## src/rtl/w_load_ctrl.sv

```systemverilog
// Load controller between M and W stages: issues one word read per accepted load,
// then extracts and extends the addressed byte/halfword, with alignment and timeout checks.
module w_load_ctrl #(
    parameter int TIMEOUT = 15
) (
    input  logic        clk,
    input  logic        reset,
    input  logic        ld_valid,
    output logic        ld_ready,
    input  logic [31:0] ld_addr,
    input  logic [2:0]  ld_type,
    output logic        mem_req,
    output logic [31:0] mem_addr,
    input  logic        mem_ack,
    input  logic [31:0] mem_rdata,
    output logic        out_valid,
    input  logic        out_ready,
    output logic [31:0] out_data,
    output logic        out_err,
    output logic        busy
);

    // state | meaning
    // IDLE  | waiting for a load request, ld_ready high
    // REQ   | mem_req high, waiting for mem_ack or timeout
    // RESP  | result held on out_data/out_err until out_ready

    typedef enum logic [1:0] {
        IDLE = 2'd0,
        REQ  = 2'd1,
        RESP = 2'd2
    } state_t;

    localparam logic [2:0] T_LW  = 3'b000;
    localparam logic [2:0] T_LB  = 3'b001;
    localparam logic [2:0] T_LBU = 3'b010;
    localparam logic [2:0] T_LH  = 3'b011;
    localparam logic [2:0] T_LHU = 3'b100;

    localparam logic [7:0] CNT_LAST = 8'(TIMEOUT - 1);

    state_t      state_q, state_d;
    logic [7:0]  cnt_q, cnt_d;
    logic [29:0] addr_q, addr_d;
    logic [1:0]  off_q, off_d;
    logic [2:0]  type_q, type_d;
    logic [31:0] data_q, data_d;
    logic        err_q, err_d;

    logic        req_bad;
    logic [7:0]  sel_byte;
    logic [15:0] sel_half;
    logic [31:0] ext_data;

    always_comb begin
        req_bad = 1'b0;
        case (ld_type)
            T_LW:         req_bad = (ld_addr[1:0] != 2'b00);
            T_LB, T_LBU:  req_bad = 1'b0;
            T_LH, T_LHU:  req_bad = ld_addr[0];
            default:      req_bad = 1'b1;
        endcase
    end

    always_comb begin
        sel_byte = mem_rdata[{off_q, 3'b000} +: 8];
        sel_half = off_q[1] ? mem_rdata[31:16] : mem_rdata[15:0];
        ext_data = 32'd0;
        case (type_q)
            T_LW:    ext_data = mem_rdata;
            T_LB:    ext_data = {{24{sel_byte[7]}}, sel_byte};
            T_LBU:   ext_data = {24'd0, sel_byte};
            T_LH:    ext_data = {{16{sel_half[15]}}, sel_half};
            T_LHU:   ext_data = {16'd0, sel_half};
            default: ext_data = 32'd0;
        endcase
    end

    always_comb begin
        state_d = state_q;
        cnt_d   = cnt_q;
        addr_d  = addr_q;
        off_d   = off_q;
        type_d  = type_q;
        data_d  = data_q;
        err_d   = err_q;
        case (state_q)
            IDLE: begin
                if (ld_valid) begin
                    addr_d = ld_addr[31:2];
                    off_d  = ld_addr[1:0];
                    type_d = ld_type;
                    if (req_bad) begin
                        state_d = RESP;
                        data_d  = 32'd0;
                        err_d   = 1'b1;
                    end else begin
                        state_d = REQ;
                        cnt_d   = 8'd0;
                    end
                end
            end
            REQ: begin
                // ack on the expiry cycle still counts as a normal response
                if (mem_ack) begin
                    state_d = RESP;
                    data_d  = ext_data;
                    err_d   = 1'b0;
                end else if (cnt_q == CNT_LAST) begin
                    state_d = RESP;
                    data_d  = 32'd0;
                    err_d   = 1'b1;
                end else begin
                    cnt_d = cnt_q + 8'd1;
                end
            end
            RESP: begin
                if (out_ready) begin
                    state_d = IDLE;
                end
            end
            default: state_d = IDLE;
        endcase
    end

    always_ff @(posedge clk) begin
        if (!reset) begin
            state_q <= IDLE;
            cnt_q   <= 8'd0;
            addr_q  <= 30'd0;
            off_q   <= 2'd0;
            type_q  <= 3'd0;
            data_q  <= 32'd0;
            err_q   <= 1'b0;
        end else begin
            state_q <= state_d;
            cnt_q   <= cnt_d;
            addr_q  <= addr_d;
            off_q   <= off_d;
            type_q  <= type_d;
            data_q  <= data_d;
            err_q   <= err_d;
        end
    end

    assign ld_ready  = (state_q == IDLE);
    assign busy      = (state_q != IDLE);
    assign mem_req   = (state_q == REQ);
    assign out_valid = (state_q == RESP);
    assign mem_addr  = {addr_q, 2'b00};
    assign out_data  = data_q;
    assign out_err   = err_q;

endmodule
```

## config.mk

```make
export PLATFORM = sky130hd
export DESIGN_NAME = w_load_ctrl
export DESIGN_NICKNAME = d
export VERILOG_FILES = /design/src/rtl/w_load_ctrl.sv
export SDC_FILE = /design/constraint.sdc
export NUM_CORES = 1
export LEC_CHECK = 0
export CORE_AREA = 2 2 95 97
export CTS_CLUSTER_DIAMETER = 30
export DETAILED_ROUTE_END_ITERATION = 16
export DIE_AREA = 0 0 97 99
export PLACE_DENSITY_LB_ADDON = 0.08
export REMOVE_ABC_BUFFERS = 1
export SLEW_MARGIN = 20
export SYNTH_ARGS = -nofsm -noshare
export SYNTH_HDL_FRONTEND = slang
export SYNTH_SLANG_ARGS = --single-unit
```

## constraint.sdc

```tcl
create_clock -name clk -period 2.7 [get_ports clk]
set_input_delay 0.81 -clock clk [delete_from_list [all_inputs] [get_ports clk]]
set_output_delay 0.81 -clock clk [all_outputs]
set_load 0.005 [all_outputs]
```

==> results of run 1 <==
[power groups by stage]
| stage | clock, W | combinational (W) | sequential [W] |
|---|---|---|---|
| after floorplan | 0 | 0.000252 | 0.00128 |
| after global placement | 0 | 0.000601 | 0.00127 |
| after detailed placement | 0 | 0.000609 | 0.00127 |
| after CTS | 0.000921 | 0.000613 | 0.00125 |
| after global routing | 0.000968 | 0.000667 | 0.00126 |
| final | 0.000897 | 0.000611 | 0.00125 |
[cell usage in the layout, fill, tap and decap left out, drive strengths merged, types with 3 or more instances in the layout]
| master | count |
|---|---|
| a21oi | 69 |
| a22o | 17 |
| mux2 | 3 |
| inv | 13 |
| clkbuf | 10 |
| a31oi | 3 |
| a21o | 7 |
| o21a | 4 |
| clkdlybuf4s50 | 138 |
| and2 | 6 |
| nor2 | 11 |
| a22oi | 8 |
| nor2b | 11 |
| nand2 | 78 |
| buf | 27 |
| a221o | 8 |
| nand3 | 5 |
| nor3 | 5 |
| a222oi | 7 |
| or4 | 5 |
| o21ai | 24 |
| clkinvlp | 3 |
| o22ai | 7 |
| o31ai | 6 |
| o2bb2ai | 7 |
| dfxtp | 78 |
[per-layer routing]
metal,part of all wire,track usage
met5,0,0
met4,0.017,0.07692
met3,0.076,0.06383
met2,0.48,0.3841
met1,0.43,0.2905
[cell type report]
| class | instances | share of cell area |
|---|---|---|
| clock buffers | 10 | 0.02346 |
| flip-flops and latches | 78 | 0.2871 |
| well taps | 108 | 0.02484 |
| repair buffers | 165 | 0.2958 |
| multi-input cells | 317 | 0.3483 |
| inverters | 11 | 0.007591 |
| clock inverters | 6 | 0.01288 |
[per-stage QoR]
step                      worst slack, ns  total power, W  utilization  instances
after global placement            0.06254        0.001872       0.6130        679
final                              0.2944        0.002756       0.6361        695
after detailed placement         0.005013        0.001883       0.6130        679
after CTS                          0.2873        0.002781       0.6361        695
after global routing               0.2285        0.002892       0.6361        695
after floorplan                    0.1396        0.001530            -        406
[path summary, 6_finish.rpt]
check / start / end / slack [ns] / cells past startpoint
max: state_q[0]$_SDFFE_PN0P_ / mem_req / 0.29 / 3
max reg2reg: cnt_q[0]$_SDFFE_PN0P_ / cnt_q[2]$_SDFFE_PN0P_ / 0.52 / 8
min reg2reg: addr_q[21]$_SDFFE_PN0P_ / addr_q[21]$_SDFFE_PN0P_ / 0.45 / 2
min: addr_q[21]$_SDFFE_PN0P_ / addr_q[21]$_SDFFE_PN0P_ / 0.45 / 2
[worst max-delay path, cell delays in order (launching register included)]
cell	delay, ns
sky130_fd_sc_hd__dfxtp_1	0.45
sky130_fd_sc_hd__nor2b_1	0.16
sky130_fd_sc_hd__buf_4	0.14
sky130_fd_sc_hd__clkdlybuf4s50_1	0.50
[registers in the layout, indices dropped and copies added, names as in the netlist]
signal / count
out_data: 32
addr_q: 30
cnt_q: 8
type_q: 3
off_q: 2
state_q: 2
out_err: 1
[cells by family (layout without fill, tap and decap cells)]
logic type | after synthesis | in the layout | share of synthesized area
buffers and inverters | 47 | 192 | 0.05900
XOR/XNOR | 1 | 1 | 0.002388
AO/OA/AOI/OAI | 173 | 173 | 0.3117
multiplexers | 6 | 6 | 0.02080
AND/OR/NAND/NOR | 133 | 133 | 0.1726
adder cells (fa/ha/maj) | 2 | 2 | 0.006820
other | 1 | 2 | 0.001022
flip-flops | 78 | 78 | 0.4256
==> impl.org, run 1 <==
** Outcome
- Status :: complete, no violations

** Worst setup path
- Capturing element type of the critical path :: primary output
- STA puts the critical path data required time at 1.89 ns.
- STA classifies the critical path startpoint as a flip-flop.
- Of all nets on the critical path, the largest fanout is 7.
- Kind of critical path :: reg -> out
- Data on the critical path arrives at its endpoint at 1.60 ns.

** Synth
- In the post-synthesis netlist, the cell with the most instances is sky130_fd_sc_hd__dfxtp_1.
- Post-synthesis async set-or-reset flop share :: 0
- Library cell with the largest summed area after synthesis :: sky130_fd_sc_hd__dfxtp_1
- The cell count after synthesis came out at roughly 440.
- Number of synthesized flops with an enable pin :: 0
- Synth top area cells :: sky130_fd_sc_hd__dfxtp_1 43%, sky130_fd_sc_hd__a21oi_1 9.3%, sky130_fd_sc_hd__nand2_1 7.9%
- Mapped Avg Cell Area :: 8.319 um^2
- By count the netlist is led by 78 x sky130_fd_sc_hd__dfxtp_1, 77 x sky130_fd_sc_hd__nand2_1, 68 x sky130_fd_sc_hd__a21oi_1.
- In this run the cell area of the synthesized design comes to ~3700 um^2.
- Yosys printed 0 warnings.
- For this run, the leading register cell type out of synthesis is sky130_fd_sc_hd__dfxtp_1.
- Area fraction of the dominant cell type after synthesis :: 0.4256
- Post-synthesis sequential area ratio :: 0.4256
- Synthesis inferred between 70 and 80 register bits.
- In this run, distinct cell masters in the synthesized netlist total 53.

** Layout
- Layout overhead on the synthesized area :: 48.26%
- Area of the multi-input gates :: 1894 um^2
- The layout has 743 filler cells.
- Of the cells placed in the final design, the portion with a size suffix greater than 1 is 0.09370.
- With fillers left out, the area of the finished cells amounts to 5439 um^2.
- 0 antenna diodes ended up in the layout.
- Post-layout net count :: 656
- Sequential cell area in the final layout :: 1562 um^2

** Clock tree
- The longest clock path from root to sink contains 2 buffers.
- Worst skew pair latency :: 0.35 ns
- Number of cells upsized or downsized after cts :: 0
- Clock Sinks :: 78
- Buffers added to address setup during post-CTS repair amount to 0.
- Total of hold buffers inserted after clock tree synthesis :: 0
- The number of clock buffers added by TritonCTS is 9.
- CTS tree :: built
- The root buffer cell chosen for the clock tree is sky130_fd_sc_hd__clkbuf_8.
- Clock Pin Slew Worst Setup and Hold Paths :: ~0.080 ns
- The clock tree synthesis step divided the H-tree into 3 levels.

** Timing
- Slew at the pin closest to its max-slew limit :: 0.6208 ns
- Worst slew margin relative to its limit :: 0.5846
- Final setup fails :: 0
- Setup repair after global routing missed its margin :: false
- Subtracting the final worst setup slack from the clock period gives 2.406 ns.
- The final max-slew violation count was 0.
- Fraction of the cycle the final worst path needs :: 0.8910
- Fin Setup TNS :: 0 ns
- Achievable Freq :: 415.7 MHz
- Clock skew on the completed layout was measured at roughly 0.011 ns.
- Number of hold violations in the final report :: 0
- WHS :: roughly 0.45 ns

** Global routing
- Global-route wire length before repair :: 18170 um
- Across every metal layer, demand over resource in global routing totals 0.2307.
- The total overflow left after global routing is 0.
- Entering global routing, the biggest net connects 38 pins.
- Antenna violations before repair :: 0
- Vias in the first global route :: 3709

** Drt
- Final routed DRC violation total :: 0
- Wirelength, routed :: 11200 um
- Detailed routing inserted a total of 3812 vias.
- Number of iterations in the first detailed-routing pass :: 5
- Final routed wire length divided by cell count :: 16.12 um
- Vias per Instance :: ~5.5
- After the first detailed-routing iteration, the DRC count stood at 173.
- Post-route antenna net violation count :: 0

** Power
- Internal power summed over all cells :: 0.001964 W
- Peak ir drop on the vdd network :: 0.3192 mV
- The analysis attributes to net switching a power of 0.0007921 W.
- Of the total power, the clock network draws 0.326.
- In this run the power density over the cells is 506.6 nW/um^2.
- Sequential cell fraction of total power :: 0.453
- Of the total power, combinational logic draws 0.222.
- For this design the static power due to leakage is 2.021 nW.
- Of the total power, the share spent switching nets is 0.2874.

** Min path
- The worst hold path belongs to the class reg -> reg.

** Die
- Num ports :: between 100 and 150
- For this configuration, the core starts out at a cell density of 0.4290.
- The floorplan step defined a core boundary enclosing 8551 um^2.
- The die is around 100 um tall.
- Die width :: 97 um
- Number of core rows :: 34
- Die area :: just under 10000 um^2

** Placed design
- Once placement finished, the instance area stood at approximately 5200 um^2.
- During placement, the flow inserted port buffers numbering 138.
- Detailed placement finished with a half-perimeter wire length of 8124 um.
- GPL Wtd Cong :: 0.8385

** Run
- The tool flagged a number of max-cap violations equal to 0.
(Power assumes the default switching activity.)
==> inputs of run 2 (changes only) <==
Settings changed: HOLD_SLACK_MARGIN set to 0.05, MAX_ROUTING_LAYER set to met4.
==> impl.org, run 2 (synthesis results as in run 1) <==
** Drt
- The wire length the detailed router placed on met1 came to 4838 um (+0.64%).
- After detailed routing, no signal wire sits above met4.
- Number of iterations in the first detailed-routing pass :: 7 (+2)
- The post-detailed-route count of antenna-violating nets is 0 (unchanged).
- The number of remaining DRC errors came to 0 (unchanged).
- Final routed wire length divided by cell count :: 16.18 um (+0.37%)
- The routed wire length on met3 was 826 um (-3.4%).
- The post-detailed-routing wire length came to 11240 um (+0.37%).
- Routed via count :: 3858 (+1.2%)
- The initial DRC count was 144 (-17%).
- Met2 wire length :: 5393 um (+0.80%)
- The via density per instance was 5.551 (+1.2%).

** Timing
- Final setup fails :: 0 (unchanged)
- The final critical-path required period came to 2.402 ns (-0.004024 ns).
- Setup repair after global routing left no endpoint under its margin.
- Fin Setup TNS :: 0 ns (unchanged)
- The relative slew slack came to 0.5738 (-0.01082).
- Achievable Freq :: 416.4 MHz (+0.17%)
- Worst clock skew :: 0.009628 ns (-0.001051 ns)
- WHS :: 0.4558 ns (+0.001763 ns)
- Slew at the pin closest to its max-slew limit :: 0.6393 ns (+0.01852 ns)
- PnR worst setup slack :: 0.2985 ns (+0.004024 ns)
- The final max-slew violation count was 0 (unchanged).
- Number of hold violations in the final report :: 0 (unchanged)
- The portion of the clock cycle consumed by the worst path in the final layout came to 0.8895 (-0.001490).

** Power
- Share of total power in combinational logic :: 0.222 (about the same)
- Final Power :: 0.002755 W (about the same)
- Peak ir drop on the vdd network :: 0.3186 mV (-0.18%)
- The power density relative to cell area is 506.5 nW/um^2 (about the same).
- The static power due to leakage came to 2.021 nW (unchanged).
- The fraction of power consumed by the clock network was 0.325 (about the same).
- The total net switching power came to 0.0007915 W (about the same).
- Share of total power consumed by net switching :: 0.2873 (about the same)
- The cell internal power dissipation came to 0.001964 W (about the same).
- Sequential cell fraction of total power :: 0.453 (about the same)

** Worst setup path
- The largest fanout of any net on the critical path is 7 (unchanged).
- Capturing element type of the critical path :: primary output
- Buffers and inverters on the worst path :: 2 (unchanged)
- Required time of the worst setup path :: 1.89 ns (about the same)
- Slowest Stage Delay on Critical Path :: 0.50 ns (about the same)
- Arrival time of the worst setup path :: 1.59 ns (about the same)
- The critical path goes through nor2b_1, buf_4, clkdlybuf4s50_1.
- STA classifies the critical path startpoint as a flip-flop.
- Family with the most delay on the worst path :: buffers and inverters
- The critical path is of the reg -> out type.
- The largest individual stage delay along the critical path comes from the cell sky130_fd_sc_hd__clkdlybuf4s50_1.

** Outcome
- Status :: complete, no violations

** Clock tree
- The H-tree level count came to 3 (unchanged).
- The number of hold buffers added after CTS is 0 (unchanged).
- Maximum number of buffers from clock root to sink :: 2 (unchanged)
- Number of cells upsized or downsized after cts :: 0 (unchanged)
- Root cell of the clock tree :: sky130_fd_sc_hd__clkbuf_8
- The TritonCTS buffer count is 9 (unchanged).
- Clock Sinks :: 78 (unchanged)
- Worst skew pair latency :: 0.35 ns (about the same)
- Clock Pin Slew Worst Setup and Hold Paths :: 0.08 ns (about the same)
- TritonCTS built the clock tree.
- Post-CTS Setup Bufs :: 0 (unchanged)

** Placed design
- Count of input and output buffers :: 138 (unchanged)
- The setup slack after placement was 0.005013 ns (unchanged).
- The final weighted congestion in routability-driven placement was 0.8515 (+1.6%).
- Half-perimeter wire length after placement :: 8124 um (unchanged)

** Layout
- The final core utilization came to 0.6361 (unchanged).
- Leaving out fill and tap cells, the most frequent cell in the layout is sky130_fd_sc_hd__clkdlybuf4s50_1.
- Layout overhead on the synthesized area :: 48.26% (unchanged)
- Fillcell total :: 743 (unchanged)
- Sequential cell area in the final layout :: 1562 um^2 (unchanged)
- Largest register FFs :: 32 (unchanged)
- Area of the multi-input gates :: 1894 um^2 (unchanged)
- Total inserted antenna cells :: 0 (unchanged)
- Post-layout net count :: 656 (unchanged)
- Share of cells above drive strength 1 :: 0.09370 (unchanged)
- Leaving out fill and tap cells, the most frequent cells in the layout are 138 x sky130_fd_sc_hd__clkdlybuf4s50_1, 78 x sky130_fd_sc_hd__dfxtp_1, 77 x sky130_fd_sc_hd__nand2_1, 68 x sky130_fd_sc_hd__a21oi_1, 25 x sky130_fd_sc_hd__buf_4.

** Die
- The die outline height came to 99 um (unchanged).
- The die area came to 9603 um^2 (unchanged).
- The number of placement rows was 34 (unchanged).
- Core Region :: 8551 um^2 (unchanged)
- Die width :: 97 um (unchanged)
- The I/O pin count came to 141 (unchanged).
- The starting utilization of the core area is 0.4290 (unchanged).

** Run
- The count of max-cap constraint violations is 0 (unchanged).

** Global routing
- Global-route wire length before repair :: 18150 um (-0.12%)
- Total global-route track usage :: 0.2375 (+0.006802)
- The pin count of the biggest net entering global routing was 38 (unchanged).
- Total congestion overflow :: 0 (unchanged)
- The initial antenna violation count was 0 (unchanged).
- Vias in the first global route :: 3730 (+0.57%)

** Min path
- Path category of the worst min-delay check :: reg -> reg
run 2: cell counts in the layout (fill, tap and decap cells not counted):
Identical to the previous run, type by type.
run 2: worst register-to-register path: cells and delay by family, from the launching register on:
| family | cells | cell delay, ns |
|---|---|---|
| flops | 1 | 0.38 |
| fa+ha+maj | 1 | 0.19 |
| simple gates | 2 | 0.56 |
| compound gates | 3 | 0.64 |
| buf+inv | 2 | 0.34 |
run 2: layer usage:
layer | global-route usage | vias up
met4 | 0.07692 | 0
met2 | 0.3857 | 155
met5 | - | -
met3 | 0.04752 | 17
met1 | 0.2989 | 1807
li1 | - | 1879
run 2: power by group through the flow:
stage                     logic [W]  registers, W  clock network (W)
after floorplan            0.000252       0.00128                  0
after global placement     0.000601       0.00127                  0
after detailed placement   0.000609       0.00127                  0
after CTS                  0.000613       0.00125           0.000921
after global routing       0.000667       0.00126           0.000968
final                      0.000612       0.00125           0.000896
run 2: worst paths after layout:
path / startpoint / to / slack [ns] / depth (start not counted)
worst max-delay path: state_q[0]$_SDFFE_PN0P_ / mem_req / 0.30 / 3
worst max register to register: cnt_q[0]$_SDFFE_PN0P_ / cnt_q[2]$_SDFFE_PN0P_ / 0.52 / 8
worst min-delay path: addr_q[21]$_SDFFE_PN0P_ / addr_q[21]$_SDFFE_PN0P_ / 0.46 / 2
worst min register to register: addr_q[21]$_SDFFE_PN0P_ / addr_q[21]$_SDFFE_PN0P_ / 0.46 / 2
run 2: metrics by stage:
stage	instance area, um^2	std cells
2_1_floorplan	3497	406
3_3_place_gp	5241	679
3_5_place_dp	5241	679
4_1_cts	5439	695
5_1_grt	5439	695
6_report	5439	695
run 2: cell type report:
type / instances / share of cell area
repair buffers: 165 / 0.2958
inverters: 11 / 0.007591
flip-flops and latches: 78 / 0.2871
clock buffers: 10 / 0.02346
clock inverters: 6 / 0.01288
multi-input cells: 317 / 0.3483
well taps: 108 / 0.02484
==> inputs of run 3 (changes only) <==
Settings changed: CORE_AREA 2 2 95 97 to 10 10 103 105, DIE_AREA 0 0 97 99 to 0 0 113 115.
==> impl.org, run 3 (synthesis results as in run 1) <==
** Global routing
- The number of global-route vias before repair was 3912 (+4.9%).
- Global-route wire length before repair :: 19890 um (+9.5%)
- The global routing usage summed across all routing layers was 0.1930 (-0.04455).
- The initial antenna violation count is 0 (unchanged).
- Pin count of the biggest net entering global routing :: 38 (unchanged)
- Total congestion overflow :: 0 (unchanged)

** Worst setup path
- Capturing element type of the critical path :: primary output
- The critical path goes through nor2b_1, buf_4, clkdlybuf4s50_1.
- Crit path max fanout :: 7 (unchanged)
- Kind of critical path :: reg -> out
- The largest individual stage delay along the critical path comes from the cell sky130_fd_sc_hd__clkdlybuf4s50_1.
- Slowest Stage Delay on Critical Path :: 0.50 ns (about the same)
- The worst setup path is launched from a flip-flop.
- Family with the most delay on the worst path :: buffers and inverters
- The critical path buffer and inverter count was 2 (unchanged).
- Required time of the worst setup path :: 1.89 ns (about the same)
- The critical path arrival came to 1.62 ns (+0.03 ns).

** Die
- Die area :: 13000 um^2 (+35%)
- The I/O pin count came to 141 (unchanged).
- Number of core rows :: 34 (unchanged)
- The die outline width came to 113 um (+16%).
- Die height :: 115 um (+16%)
- The floorplan core area is 8551 um^2 (unchanged).
- The starting utilization of the core area was 0.4290 (unchanged).

** Clock tree
- The clock sink count is 78 (unchanged).
- Root cell of the clock tree :: sky130_fd_sc_hd__clkbuf_8
- The count of instances resized after the clock tree is built was 0 (unchanged).
- The number of buffers on the longest clock path was 2 (unchanged).
- The count of buffers added by post-CTS timing repair for setup is 0 (unchanged).
- Clock Pin Slew Worst Setup and Hold Paths :: 0.09 ns (about the same)
- The H-tree level count was 3 (unchanged).
- Total of hold buffers inserted after clock tree synthesis :: 0 (unchanged)
- The TritonCTS buffer count came to 9 (unchanged).
- The insertion delay to the later sink of the worst-skew pair came to 0.35 ns (about the same).
- TritonCTS built the clock tree.

** Timing
- The transition time at the pin with the least slew margin was 0.6015 ns (-0.03789 ns).
- The final hold violation count was 0 (unchanged).
- Setup repair after global routing missed its margin :: false
- The final critical-path required period is 2.428 ns (+0.02626 ns).
- Final setup fails :: 0 (unchanged)
- The portion of the clock cycle consumed by the worst path in the final layout was 0.8992 (+0.009727).
- The achievable clock frequency is 411.9 MHz (-1.1%).
- Max Slew Vio Count :: 0 (unchanged)
- WHS :: 0.4548 ns (-0.0009930 ns)
- Fin Setup TNS :: 0 ns (unchanged)
- Worst clock skew :: 0.01125 ns (+0.001617 ns)
- Worst slew margin relative to its limit :: 0.5990 (+0.02526)

** Min path
- Path category of the worst min-delay check :: reg -> reg

** Drt
- Count of routing violations after the opening detailed-route iteration :: 192 (+33%)
- Vias per Instance :: 5.499 (-0.95%)
- The number of remaining DRC errors is 0 (unchanged).
- The routed wire length per instance came to 17.79 um (+10%).
- The post-detailed-routing wire length is 12380 um (+10%).
- Number of iterations in the first detailed-routing pass :: 5 (-2)
- Post-route antenna net violation count :: 0 (unchanged)
- Routed via count :: 3827 (-0.80%)

** Layout
- Compared with the post-synthesis result, the final layout area differs by 48.06%.
- The number of nets in the final layout came to 657 (+0.15%).
- The number of filler instances in the final layout was 748 (+0.67%).
- Commonest non-fill, non-tap cell in the layout :: sky130_fd_sc_hd__clkdlybuf4s50_1
- The number of antenna diodes came to 0 (unchanged).
- Largest register FFs :: 32 (unchanged)
- Share of cells above drive strength 1 :: 0.09694 (+0.003242)
- The library cells used most frequently in the layout, excluding fill and tap cells, are 138 x sky130_fd_sc_hd__clkdlybuf4s50_1, 78 x sky130_fd_sc_hd__dfxtp_1, 77 x sky130_fd_sc_hd__nand2_1, 68 x sky130_fd_sc_hd__a21oi_1, 26 x sky130_fd_sc_hd__buf_4.
- The final core utilization came to 0.6352 (-0.0008780).

** Placed design
- The count of input and output buffers came to 138 (unchanged).
- Half-perimeter wire length after placement :: 9309 um (+15%)
- GPL Wtd Cong :: 0.9070 (+6.5%)

** Run
- Max-cap violations :: 0 (unchanged)

** Outcome
- The flow ran to the end, and the final reports show no timing, DRC or antenna violations.

** Power
- Peak ir drop on the vdd network :: 0.2753 mV (-14%)
- The static power due to leakage was 2.021 nW (about the same).
- The power density relative to cell area came to 496.9 nW/um^2 (-1.9%).
==> run 3: changes by cell type in the layout (fill, tap and decap cells not counted), sizes merged <==
| cell | previous run | this run |
|---|---|---|
| clkinv | 0 | 1 |
| bufinv | 1 | 0 |
| buf | 27 | 28 |
==> run 3: per-layer routing <==
metal / track usage / vias to the layer above / part of all wire
met5: - / - / 0
met4: 0.08545 / 0 / 0.025
met3: 0.06198 / 24 / 0.080
met2: 0.3007 / 153 / 0.46
met1: 0.2232 / 1767 / 0.43
li1: - / 1883 / -
==> run 3: through the flow <==
step	cells	total power [W]	setup slack, ns	area (um^2)
detailed placement	680	0.001893	-0.02485	5249
global placement	680	0.001881	0.02797	5249
global route	696	0.002850	0.2141	5431
floorplan	406	0.001530	0.1396	3497
CTS	696	0.002724	0.2599	5431
finish	696	0.002699	0.2722	5431
==> run 3: layout make-up <==
class | instances | area (um^2) | area share
well taps | 108 | 135.1 | 0.02488
inverters | 11 | 41.29 | 0.007602
multi-input cells | 317 | 1894 | 0.3488
flip-flops and latches | 78 | 1562 | 0.2875
repair buffers | 166 | 1617 | 0.2976
clock inverters | 6 | 45.04 | 0.008293
clock buffers | 10 | 137.6 | 0.02534
==> run 3: power by group <==
part	total, W	switching [W]	internal (W)
logic	0.000626	0.000298	0.000328
registers	0.00124	0.0000377	0.00120
clock network	0.000831	0.000467	0.000364
==> run 3: final timing paths <==
check,startpoint,endpoint,slack [ns],cells after the start
worst max-delay path,state_q[0]$_SDFFE_PN0P_,mem_req,0.27,3
worst max register to register,cnt_q[0]$_SDFFE_PN0P_,cnt_q[5]$_SDFFE_PN0P_,0.50,8
worst min-delay path,addr_q[4]$_SDFFE_PN0P_,addr_q[4]$_SDFFE_PN0P_,0.45,2
worst min register to register,addr_q[4]$_SDFFE_PN0P_,addr_q[4]$_SDFFE_PN0P_,0.45,2
==> run 3: tightest hold or removal path: stages, from the launching register on <==
cell	delay (ns)
sky130_fd_sc_hd__dfxtp_1	0.31
sky130_fd_sc_hd__nand2_1	0.05
sky130_fd_sc_hd__a21oi_1	0.05
